[config.mk]
export PLATFORM = sky130hd
export DESIGN_NAME = wb_port_arbiter
export DESIGN_NICKNAME = d
export VERILOG_FILES = /design/src/rtl/wb_arb_pkg.sv /design/src/rtl/wb_port_arbiter_fifo.sv /design/src/rtl/wb_port_arbiter.sv
export SDC_FILE = /design/constraint.sdc
export NUM_CORES = 1
export LEC_CHECK = 0
export BUFFER_PORTS_ARGS = -buffer_cell sky130_fd_sc_hd__clkbuf_2
export CAP_MARGIN = 40
export CORE_UTILIZATION = 48
export DETAILED_ROUTE_END_ITERATION = 10
export HOLD_SLACK_MARGIN = 0.1
export PLACE_DENSITY = 0.76
export SYNTH_ARGS = -nofsm -noshare
export SYNTH_HDL_FRONTEND = slang
export SYNTH_SLANG_ARGS = --single-unit
[constraint.sdc]
create_clock -name clk -period 2.8 [get_ports clk]
set_input_delay 0.56 -clock clk [delete_from_list [all_inputs] [get_ports clk]]
set_output_delay 0.56 -clock clk [all_outputs]
set_load 0.005 [all_outputs]
[src/rtl/wb_arb_pkg.sv]
// Shared types and helpers for the register-file write-port arbiter.
// The macro WBARB_WAW_SQUASH_EN (used by wb_port_arbiter) enables squashing of
// stale queued aux results when the pipe writes the same register.
package wb_arb_pkg;

  localparam int ARB_DATA_W = 16;
  localparam int ARB_ADDR_W = 3;

  typedef struct packed {
    logic                  valid;
    logic [ARB_ADDR_W-1:0] addr;
    logic [ARB_DATA_W-1:0] data;
  } aux_entry_t;

  function automatic logic [2**ARB_ADDR_W-1:0] oneHotDecode(input logic [ARB_ADDR_W-1:0] addr);
    oneHotDecode = '0;
    oneHotDecode[addr] = 1'b1;
  endfunction

endpackage

[src/rtl/wb_port_arbiter_fifo.sv]
// wb_aux_fifo: small circular buffer of auxiliary results awaiting the write port.
// Entries can be invalidated in place by address; a popped slot always has its
// valid bit cleared, so pendingMask can simply OR over every slot.
module wb_aux_fifo
  import wb_arb_pkg::*;
#(
  parameter int Q_DEPTH = 2
) (
  input  logic                    clk,
  input  logic                    rst,
  input  logic                    push,
  input  aux_entry_t              pushEntry,
  input  logic                    pop,
  input  logic                    clrEn,
  input  logic [ARB_ADDR_W-1:0]   clrAddr,
  output aux_entry_t              head,
  output logic                    full,
  output logic                    empty,
  output logic [2**ARB_ADDR_W-1:0] pendingMask
);

  localparam int PTR_W = $clog2(Q_DEPTH);

  aux_entry_t       mem [Q_DEPTH];
  logic [PTR_W:0]   wrPtr;
  logic [PTR_W:0]   rdPtr;

  assign empty = (wrPtr == rdPtr);
  assign full  = (wrPtr[PTR_W] != rdPtr[PTR_W]) &&
                 (wrPtr[PTR_W-1:0] == rdPtr[PTR_W-1:0]);
  assign head  = mem[rdPtr[PTR_W-1:0]];

  // Pointer and storage update: address-match invalidation, pop, push
  always_ff @(posedge clk) begin
    if (rst) begin
      wrPtr <= '0;
      rdPtr <= '0;
      for (int unsigned i = 0; i < Q_DEPTH; i++) begin
        mem[i] <= '0;
      end
    end else begin
      for (int unsigned i = 0; i < Q_DEPTH; i++) begin
        if (clrEn && (mem[i].addr == clrAddr)) begin
          mem[i].valid <= 1'b0;
        end
      end
      if (pop) begin
        mem[rdPtr[PTR_W-1:0]].valid <= 1'b0;
        rdPtr <= rdPtr + 1'b1;
      end
      if (push) begin
        mem[wrPtr[PTR_W-1:0]] <= pushEntry;
        wrPtr <= wrPtr + 1'b1;
      end
    end
  end

  // Registers targeted by still-valid queued entries
  always_comb begin
    pendingMask = '0;
    for (int unsigned i = 0; i < Q_DEPTH; i++) begin
      if (mem[i].valid) begin
        pendingMask = pendingMask | oneHotDecode(mem[i].addr);
      end
    end
  end

endmodule

[src/rtl/wb_port_arbiter.sv]
// wb_port_arbiter: single register-file write port shared by the MEM/WB stage
// (absolute priority) and a queued auxiliary unit, with starvation stall request.
// Optional macro WBARB_WAW_SQUASH_EN: a pipe write invalidates queued or
// same-cycle aux results to the same register.
module wb_port_arbiter
  import wb_arb_pkg::*;
#(
  parameter int DATA_W     = ARB_DATA_W,
  parameter int ADDR_W     = ARB_ADDR_W,
  parameter int Q_DEPTH    = 2,
  parameter int STARVE_MAX = 4
) (
  input  logic                 clk,
  input  logic                 rst,
  input  logic                 pipe_regwrite,
  input  logic                 pipe_memtoreg,
  input  logic [DATA_W-1:0]    pipe_readdata,
  input  logic [DATA_W-1:0]    pipe_aluresult,
  input  logic [ADDR_W-1:0]    pipe_wreg,
  input  logic                 aux_valid,
  output logic                 aux_ready,
  input  logic [ADDR_W-1:0]    aux_wreg,
  input  logic [DATA_W-1:0]    aux_data,
  output logic                 rf_we,
  output logic [ADDR_W-1:0]    rf_waddr,
  output logic [DATA_W-1:0]    rf_wdata,
  output logic                 stall_req,
  output logic [2**ADDR_W-1:0] pending_mask
);

  localparam int CNT_W = $clog2(STARVE_MAX + 1);

  aux_entry_t          head;
  aux_entry_t          pushEntry;
  logic                full;
  logic                empty;
  logic                push;
  logic                pop;
  logic                clrEn;
  logic                accept;
  logic                headValid;
  logic                hasValid;
  logic                squashIn;
  logic                useHead;
  logic                useBypass;
  logic                weNext;
  logic [ADDR_W-1:0]   addrNext;
  logic [DATA_W-1:0]   dataNext;
  logic [DATA_W-1:0]   pipeData;
  logic [CNT_W-1:0]    starveCnt;

  assign aux_ready = !rst && !full;
  assign accept    = aux_valid && aux_ready;
  assign pipeData  = pipe_memtoreg ? pipe_readdata : pipe_aluresult;
  assign headValid = !empty && head.valid;
  assign hasValid  = |pending_mask;
  assign stall_req = (starveCnt == CNT_W'(STARVE_MAX));

`ifdef WBARB_WAW_SQUASH_EN
  assign clrEn    = pipe_regwrite;
  assign squashIn = accept && pipe_regwrite && (aux_wreg == pipe_wreg);
`else
  assign clrEn    = 1'b0;
  assign squashIn = 1'b0;
`endif

  wb_aux_fifo #(
    .Q_DEPTH(Q_DEPTH)
  ) auxFifo (
    .clk        (clk),
    .rst        (rst),
    .push       (push),
    .pushEntry  (pushEntry),
    .pop        (pop),
    .clrEn      (clrEn),
    .clrAddr    (pipe_wreg),
    .head       (head),
    .full       (full),
    .empty      (empty),
    .pendingMask(pending_mask)
  );

  // Port selection: pipe, then valid head, then bypass into an empty queue
  always_comb begin
    weNext    = 1'b0;
    addrNext  = '0;
    dataNext  = '0;
    useHead   = 1'b0;
    useBypass = 1'b0;
    if (pipe_regwrite) begin
      weNext   = 1'b1;
      addrNext = pipe_wreg;
      dataNext = pipeData;
    end else if (headValid) begin
      weNext   = 1'b1;
      useHead  = 1'b1;
      addrNext = head.addr;
      dataNext = head.data;
    end else if (empty && accept) begin
      weNext    = 1'b1;
      useBypass = 1'b1;
      addrNext  = aux_wreg;
      dataNext  = aux_data;
    end
    // An invalid head is discarded without touching the port
    pop             = !empty && (useHead || !head.valid);
    push            = accept && !useBypass;
    pushEntry.valid = !squashIn;
    pushEntry.addr  = aux_wreg;
    pushEntry.data  = aux_data;
  end

  // Registered write port; address/data hold when no write is issued
  always_ff @(posedge clk) begin
    if (rst) begin
      rf_we    <= 1'b0;
      rf_waddr <= '0;
      rf_wdata <= '0;
    end else begin
      rf_we <= weNext;
      if (weNext) begin
        rf_waddr <= addrNext;
        rf_wdata <= dataNext;
      end
    end
  end

  // Starvation counter: counts cycles a valid head loses to the pipe
  always_ff @(posedge clk) begin
    if (rst) begin
      starveCnt <= '0;
    end else if (useHead || !hasValid) begin
      starveCnt <= '0;
    end else if (headValid && pipe_regwrite && !stall_req) begin
      starveCnt <= starveCnt + 1'b1;
    end
  end

endmodule

==> results of run 1 <==
final timing paths:
path	start	endpoint	slack, ns	cells after the start
worst min-delay path	starveCnt[2]	starveCnt[2]	0.50	2
worst max register to register	auxFifo.wrPtr[0]	rf_wdata[10]	0.66	4
worst min register to register	starveCnt[2]	starveCnt[2]	0.50	2
worst max-delay path	auxFifo.wrPtr[0]	rf_wdata[10]	0.66	4
Yosys cell counts (2+ instances only):
cell type / count
and3_1: 20
buf_6: 6
o31a_1: 3
dfxtp_1: 30
edfxtp_1: 38
mux2_2: 16
buf_4: 3
buf_2: 6
a21oi_1: 41
ha_1: 2
clkbuf_1: 6
o211ai_1: 19
nand2_1: 11
or2_2: 2
o22ai_1: 7
and2_1: 21
xnor2_1: 4
or3_1: 2
o21ai_0: 2
mux2i_1: 22
o21ai_1: 2
nand2b_1: 7
dlymetal6s2s_1: 2
nor2_1: 19
o32ai_1: 3
a211oi_1: 17
dlygate4sd1_1: 2
inv_1: 6
o31ai_1: 2
cells in the final DEF (no fill, tap or decap), drive strengths merged, types with 2 or more instances in the layout:
cell	count
clkbuf	98
a21oi	41
edfxtp	38
dfxtp	30
mux2i	22
and2	21
and3	20
o211ai	19
nor2	19
a211oi	19
mux2	16
nand2	11
buf	10
nand2b	7
o22ai	7
inv	6
o21ai	5
xnor2	4
o32ai	3
o31a	3
bufinv	3
clkinv	3
or2	2
o31ai	2
or3	2
ha	2
xor2	2
routing by layer:
metal | global-route usage, % | vias up | share of wire, %
met2 | 40.3 | 156 | 50
met5 | 0 | - | 0
met1 | 28.4 | 1449 | 42
li1 | - | 1427 | -
met3 | 5.97 | 24 | 6.8
met4 | 6.89 | 0 | 2.0
area by class of cell:
cell class	instances	area [um^2]	share of cell area, %
flip-flops and latches	68	1740	40.3
repair buffers	98	532	12.3
clock buffers	10	128	2.95
well taps	99	124	2.87
clock inverters	6	113	2.61
multi-input cells	236	1660	38.4
inverters	6	22.5	0.521
registers in the layout (all words and copies together), names as in the netlist, named ones only:
| register | cells |
|---|---|
| auxFifo.rdPtr | 2 |
| rf_wdata | 16 |
| auxFifo.mem | 40 |
| auxFifo.wrPtr | 2 |
| starveCnt | 3 |
| rf_we | 1 |
| rf_waddr | 3 |
cells by family (layout without fill, tap and decap cells):
family                   count (synthesis)  after routing  synth area share, %
AO/OA/AOI/OAI                          104            104                 19.4
AND/OR/NAND/NOR                         86             86                 13.0
flip-flops                              68             68                 48.2
multiplexers                            38             38                 11.1
buffers and inverters                   32            120                 6.02
XOR/XNOR                                 6              6                 1.66
adder cells (fa/ha/maj)                  2              2                0.692
power breakdown:
part | leakage, nW | switching (mW) | total (mW) | internal [mW]
sequential | 0.644 | 0.112 | 1.35 | 1.24
combinational | 1.07 | 0.586 | 1.03 | 0.448
clock | 0.120 | 0.387 | 0.980 | 0.594
worst reg2reg max path, cell delays in order (launching register included):
cell       delay, ns
dfxtp_1         0.47
xor2_1          0.35
or4_1           0.70
a21oi_1         0.18
a2111oi_2       0.35
per-stage QoR:
step,hold slack (ns),cells
after floorplan,0.448,336
after global placement,0.464,506
after detailed placement,0.478,507
after CTS,0.497,523
after global routing,0.526,523
final,0.499,523
==> results.tsv, run 1 <==
metric	value	unit
Post-Syn Area	3620	um^2
Cell variety after synth	44	
slowest stage delay, CP	0.70	ns
Final min period	2.14	ns
status	completed	
Max IR drop VDD	0.000523	V
initial antenna violation count	0	
Antenna Nets Post-Route	0	
fill count	610	
P&R area growth vs syn	19.5	%
Synth Warn #	0	
kind of end point of the critical path	register	
kind of critical path	register to register	
total power	3.36	mW
max frequency	467	MHz
Layout Utilization	59.6	%
Max-cap violations	0	
Antenna Cells	0	
layout cells sized above 1	32.8	%
Crit Path Max Fanout	20	
EDFF count, synth	38	
WL/cell	16.8	um
power per cell area	779	nW/um^2
slew margin rel.	44.8	%
# setup viols final	0	
GRT Resource Usage Total	23.2	%
I/O pin cnt	89	
CP top delay family	simple AND/OR/NAND/NOR gates	
async set-reset flop share out of synthesis	0	%
fin crit share	76.4	%
crit path max-delay cell type	or4_1	
top cell type by total area after synthesis	edfxtp_1	
Post-CTS Hold Buffers	0	
crit path setup slack, layout	0.661	ns
DP Worst Slack	0.524	ns
Via Count	3056	
via count of the first global-routing pass	2829	
Post-DP Area	4080	um^2
Final GP Congestion	0.823	
largest cells by area after synthesis	edfxtp_1 32%, dfxtp_1 17%, mux2i_1 6.1%	
syn nets	397	
Sink Count	68	
clock skew	0.0131	ns
core footprint	7250	um^2
die area	7880	um^2
setup bufs post-CTS	0	
CP Buf/Inv Count	0	
GRT overflow	0	
worst skew pair latency	0.35	ns
maximum number of pins on one net before global-route repair	36	
chip width	88.8	um
# DRC	0	
top cell type's share of synthesized area	31.6	%
worst path required time	3.05	ns
Yosys reg bits	68	
nets	480	
drt total wl	8.78	mm
Worst Tran Pin Value	0.826	ns
CTS Buf Count	9	
post-cts gate resize count	0	
Gate Count Post-Synth	336	
Final HPWL DP	5.94	mm
hold crit path type	register to register	
syn avg cell area	10.8	um^2
max-slew violations	0	
1st-pass router iterations	5	
Synth Flop Type	edfxtp_1	
I/O Buffers	88	
worst-path cell chain	xor2_1 -> or4_1 -> a21oi_1 -> a2111oi_2	
starting density of the core	49.9	%
CTS Root Cell	clkbuf_8	
Clock Path Buffers	2	
Die Height	88.8	um
H-tree Lvls	3	
global-route wire length before repair	13.5	mm
RSZ-0062 raised after global routing	false	
CP Launch Type	register	
initial drt markers	262	
Vias/cell	5.84	
clk slew on worst S/H paths	0.08	ns
leak pwr	1.84	nW
number of core rows	31	
Hold Vio Cnt, Final	0	
Critical Path AT	2.39	ns
TritonCTS clock tree	done	
post-synthesis sequential area ratio	48.2	%
Setup TNS Final	0	ns
final instance area	4320	um^2
Power figures use the tool's default switching activity.
==> inputs of run 2 (changes only) <==
--- a/config.mk
+++ b/config.mk
@@ -5,12 +5,13 @@
 export SDC_FILE = /design/constraint.sdc
 export NUM_CORES = 1
 export LEC_CHECK = 0
+export ABC_AREA = 1
 export BUFFER_PORTS_ARGS = -buffer_cell sky130_fd_sc_hd__clkbuf_2
 export CAP_MARGIN = 40
-export CORE_UTILIZATION = 48
+export CORE_UTILIZATION = 49
 export DETAILED_ROUTE_END_ITERATION = 10
 export HOLD_SLACK_MARGIN = 0.1
-export PLACE_DENSITY = 0.76
+export PLACE_DENSITY = 0.77
 export SYNTH_ARGS = -nofsm -noshare
 export SYNTH_HDL_FRONTEND = slang
 export SYNTH_SLANG_ARGS = --single-unit
==> constraint.sdc (replaced) <==
create_clock -name clk -period 1.9 [get_ports clk]
set_input_delay 0.38 -clock clk [delete_from_list [all_inputs] [get_ports clk]]
set_output_delay 0.38 -clock clk [all_outputs]
set_load 0.005 [all_outputs]
==> results.tsv, run 2 <==
metric	value	unit
Cell variety after synth	24	
Post-Syn Area	3840	um^2
max frequency	564	MHz
Reg-to-Reg Start	auxFifo.wrPtr[0]	
Commonest cells post-synth	125 x nand2_1, 108 x nor2_1, 75 x inv_1, 44 x o21ai_0, 38 x edfxtp_1	
CP Launch Type	register	
layout cells sized above 1	19.7	%
initial antenna violation count	0	
Multi-input gate area	1660	um^2
WL/cell	13.7	um
async set-reset flop share out of synthesis	0	%
Crit Path Max Fanout	19	
r2r setup slk	0.13	ns
kind of critical path	register to register	
clk slew on worst S/H paths	0.07	ns
Via Count	3731	
post-synthesis sequential area ratio	45.4	%
fill count	630	
Max-cap violations	0	
kind of end point of the critical path	register	
CTS Root Cell	clkbuf_8	
I/O pin cnt	89	
Storage cell area	1740	um^2
# DRC	0	
1st-pass router iterations	5	
Gate Count Post-Synth	534	
Worst Tran Pin Value	0.572	ns
Hold Vio Cnt, Final	0	
Final HPWL DP	6.75	mm
leak pwr	2.29	nW
EDFF count, synth	38	
nets	679	
worst setup path start	auxFifo.wrPtr[0]	
Sink Count	68	
DP Worst Slack	0.0596	ns
Largest register FFs	40	
Final GP Congestion	0.878	
sequential power share	42.2	%
Sw Share	35.0	%
initial drt markers	305	
via count of the first global-routing pass	3492	
TritonCTS clock tree	done	
slowest stage delay, CP	0.41	ns
starting density of the core	51.8	%
Final min period	1.77	ns
Antenna Cells	0	
Synth Flop Type	edfxtp_1	
die area	8190	um^2
max-slew violations	0	
commonest cells after routing, fill and taps aside	124 x nand2_1, 108 x nor2_1, 88 x clkbuf_2	
CP dominant cell by count	nand2_1	
Clock Path Buffers	2	
worst-path cell chain	inv_1 -> nand2_1 -> nand2_2 -> nand2_1 -> nand3_2 -> nor2_2 -> nand2_1 -> nand2_4	
Vias/cell	5.17	
power per cell area	989	nW/um^2
Antenna Nets Post-Route	0	
top-count cell post-synth	nand2_1	
GRT overflow	0	
chip width	90.5	um
terminus of the critical flop-to-flop path	auxFifo.mem[0][11]	
Max IR drop VDD	0.000654	V
GRT Resource Usage Total	24.7	%
core footprint	7410	um^2
syn avg cell area	7.19	um^2
largest cells by area after synthesis	edfxtp_1 30%, dfxtp_1 16%, nand2_1 12%	
Setup TNS Final	0	ns
hold crit path type	primary input to register	
maximum number of pins on one net before global-route repair	38	
CTS Buf Count	9	
fin crit share	93.3	%
cells on worst reg2reg path	8	
H-tree Lvls	3	
crit path setup slack, layout	0.126	ns
crit path max-delay cell type	dfxtp_1	
Setup crit end	auxFifo.mem[0][11]	
I/O Buffers	88	
Die Height	90.5	um
worst skew pair latency	0.34	ns
Int Pwr	2.93	mW
status	completed	
Synth Warn #	0	
Layout Utilization	61.5	%
Yosys reg bits	68	
Biggest register	auxFifo.mem	
biggest regs	auxFifo.mem (40), rf_wdata (16)	
syn nets	595	
clock power share	26.7	%
slew margin rel.	61.7	%
Critical Path AT	1.79	ns
P&R area growth vs syn	18.7	%
clock skew	0.00856	ns
setup bufs post-CTS	0	
top cell type's share of synthesized area	29.7	%
net load switching power	1.58	mW
worst path required time	1.92	ns
combinational power share	31.1	%
number of core rows	31	
# setup viols final	0	
most common cell after layout, fill and taps aside	nand2_1	
global-route wire length before repair	16.1	mm
drt total wl	9.87	mm
top cell type by total area after synthesis	edfxtp_1	
-- run 2: power by group through the flow --
| stage | Clock, mW | Sequential [mW] | Combinational, mW |
|---|---|---|---|
| 2_1_floorplan | 0 | 1.90 | 0.960 |
| 3_3_place_gp | 0 | 1.93 | 1.35 |
| 3_5_place_dp | 0 | 1.93 | 1.37 |
| 4_1_cts | 1.22 | 1.90 | 1.38 |
| 5_1_grt | 1.28 | 1.93 | 1.57 |
| 6_report | 1.20 | 1.90 | 1.40 |
-- run 2: worst min-delay path by stage --
stage          slack (ns)  depth (start not counted)                  to                from
3_3_place_gp         0.50                          2  auxFifo.mem[0][19]  auxFifo.mem[0][19]
4_1_cts              0.25                          2    auxFifo.wrPtr[1]                 rst
5_1_grt              0.25                          2    auxFifo.wrPtr[1]                 rst
6_report             0.27                          2    auxFifo.wrPtr[1]                 rst
3_5_place_dp         0.51                          2  auxFifo.mem[0][19]  auxFifo.mem[0][19]
2_1_floorplan        0.45                          1    auxFifo.wrPtr[1]                 rst
-- run 2: metal layers --
layer	vias up	GRT usage (%)	share of wire [%]
met5	-	0	0
met4	0	7.80	1.4
met3	16	6.31	6.3
met2	143	41.3	49
met1	1712	31.1	44
li1	1860	-	-
-- run 2: cell families after synthesis --
logic type	Yosys count	share of synthesized area (%)
buffers and inverters	103	11.6
and+or+nand+nor	286	32.4
AOI/OAI and AO/OA	74	9.77
DFF	68	45.4
xor gates and xnor gates	1	0.228
adders and majority gates	2	0.652
-- run 2: stage by stage --
stage	hold slack [ns]	std cells	instance area (um^2)	total power, mW
floorplan	0.449	534	3840	2.86
global placement	0.501	706	4350	3.27
detailed placement	0.514	706	4350	3.31
CTS	0.251	722	4550	4.50
global route	0.249	722	4560	4.78
finish	0.272	722	4560	4.51
-- run 2: what timing repair did --
item | CTS | global route
setup endpoints to repair | 0 | 19
hold buffers | 0 | 0
gates resized for setup | 0 | 1
-- run 2: final cells by class --
| type | instances | area share (%) |
|---|---|---|
| multi-input cells | 363 | 36.4 |
| clock inverters | 2 | 0.247 |
| flip-flops and latches | 68 | 38.2 |
| repair buffers | 100 | 11.9 |
| well taps | 99 | 2.72 |
| inverters | 76 | 6.26 |
| clock buffers | 14 | 4.28 |
-- run 2: worst max-delay path: cells and delay by family (launching register included) --
family	cells	cell delay, ns
AND/OR/NAND/NOR	7	0.94
flip-flops	1	0.41
buffers and inverters	1	0.09
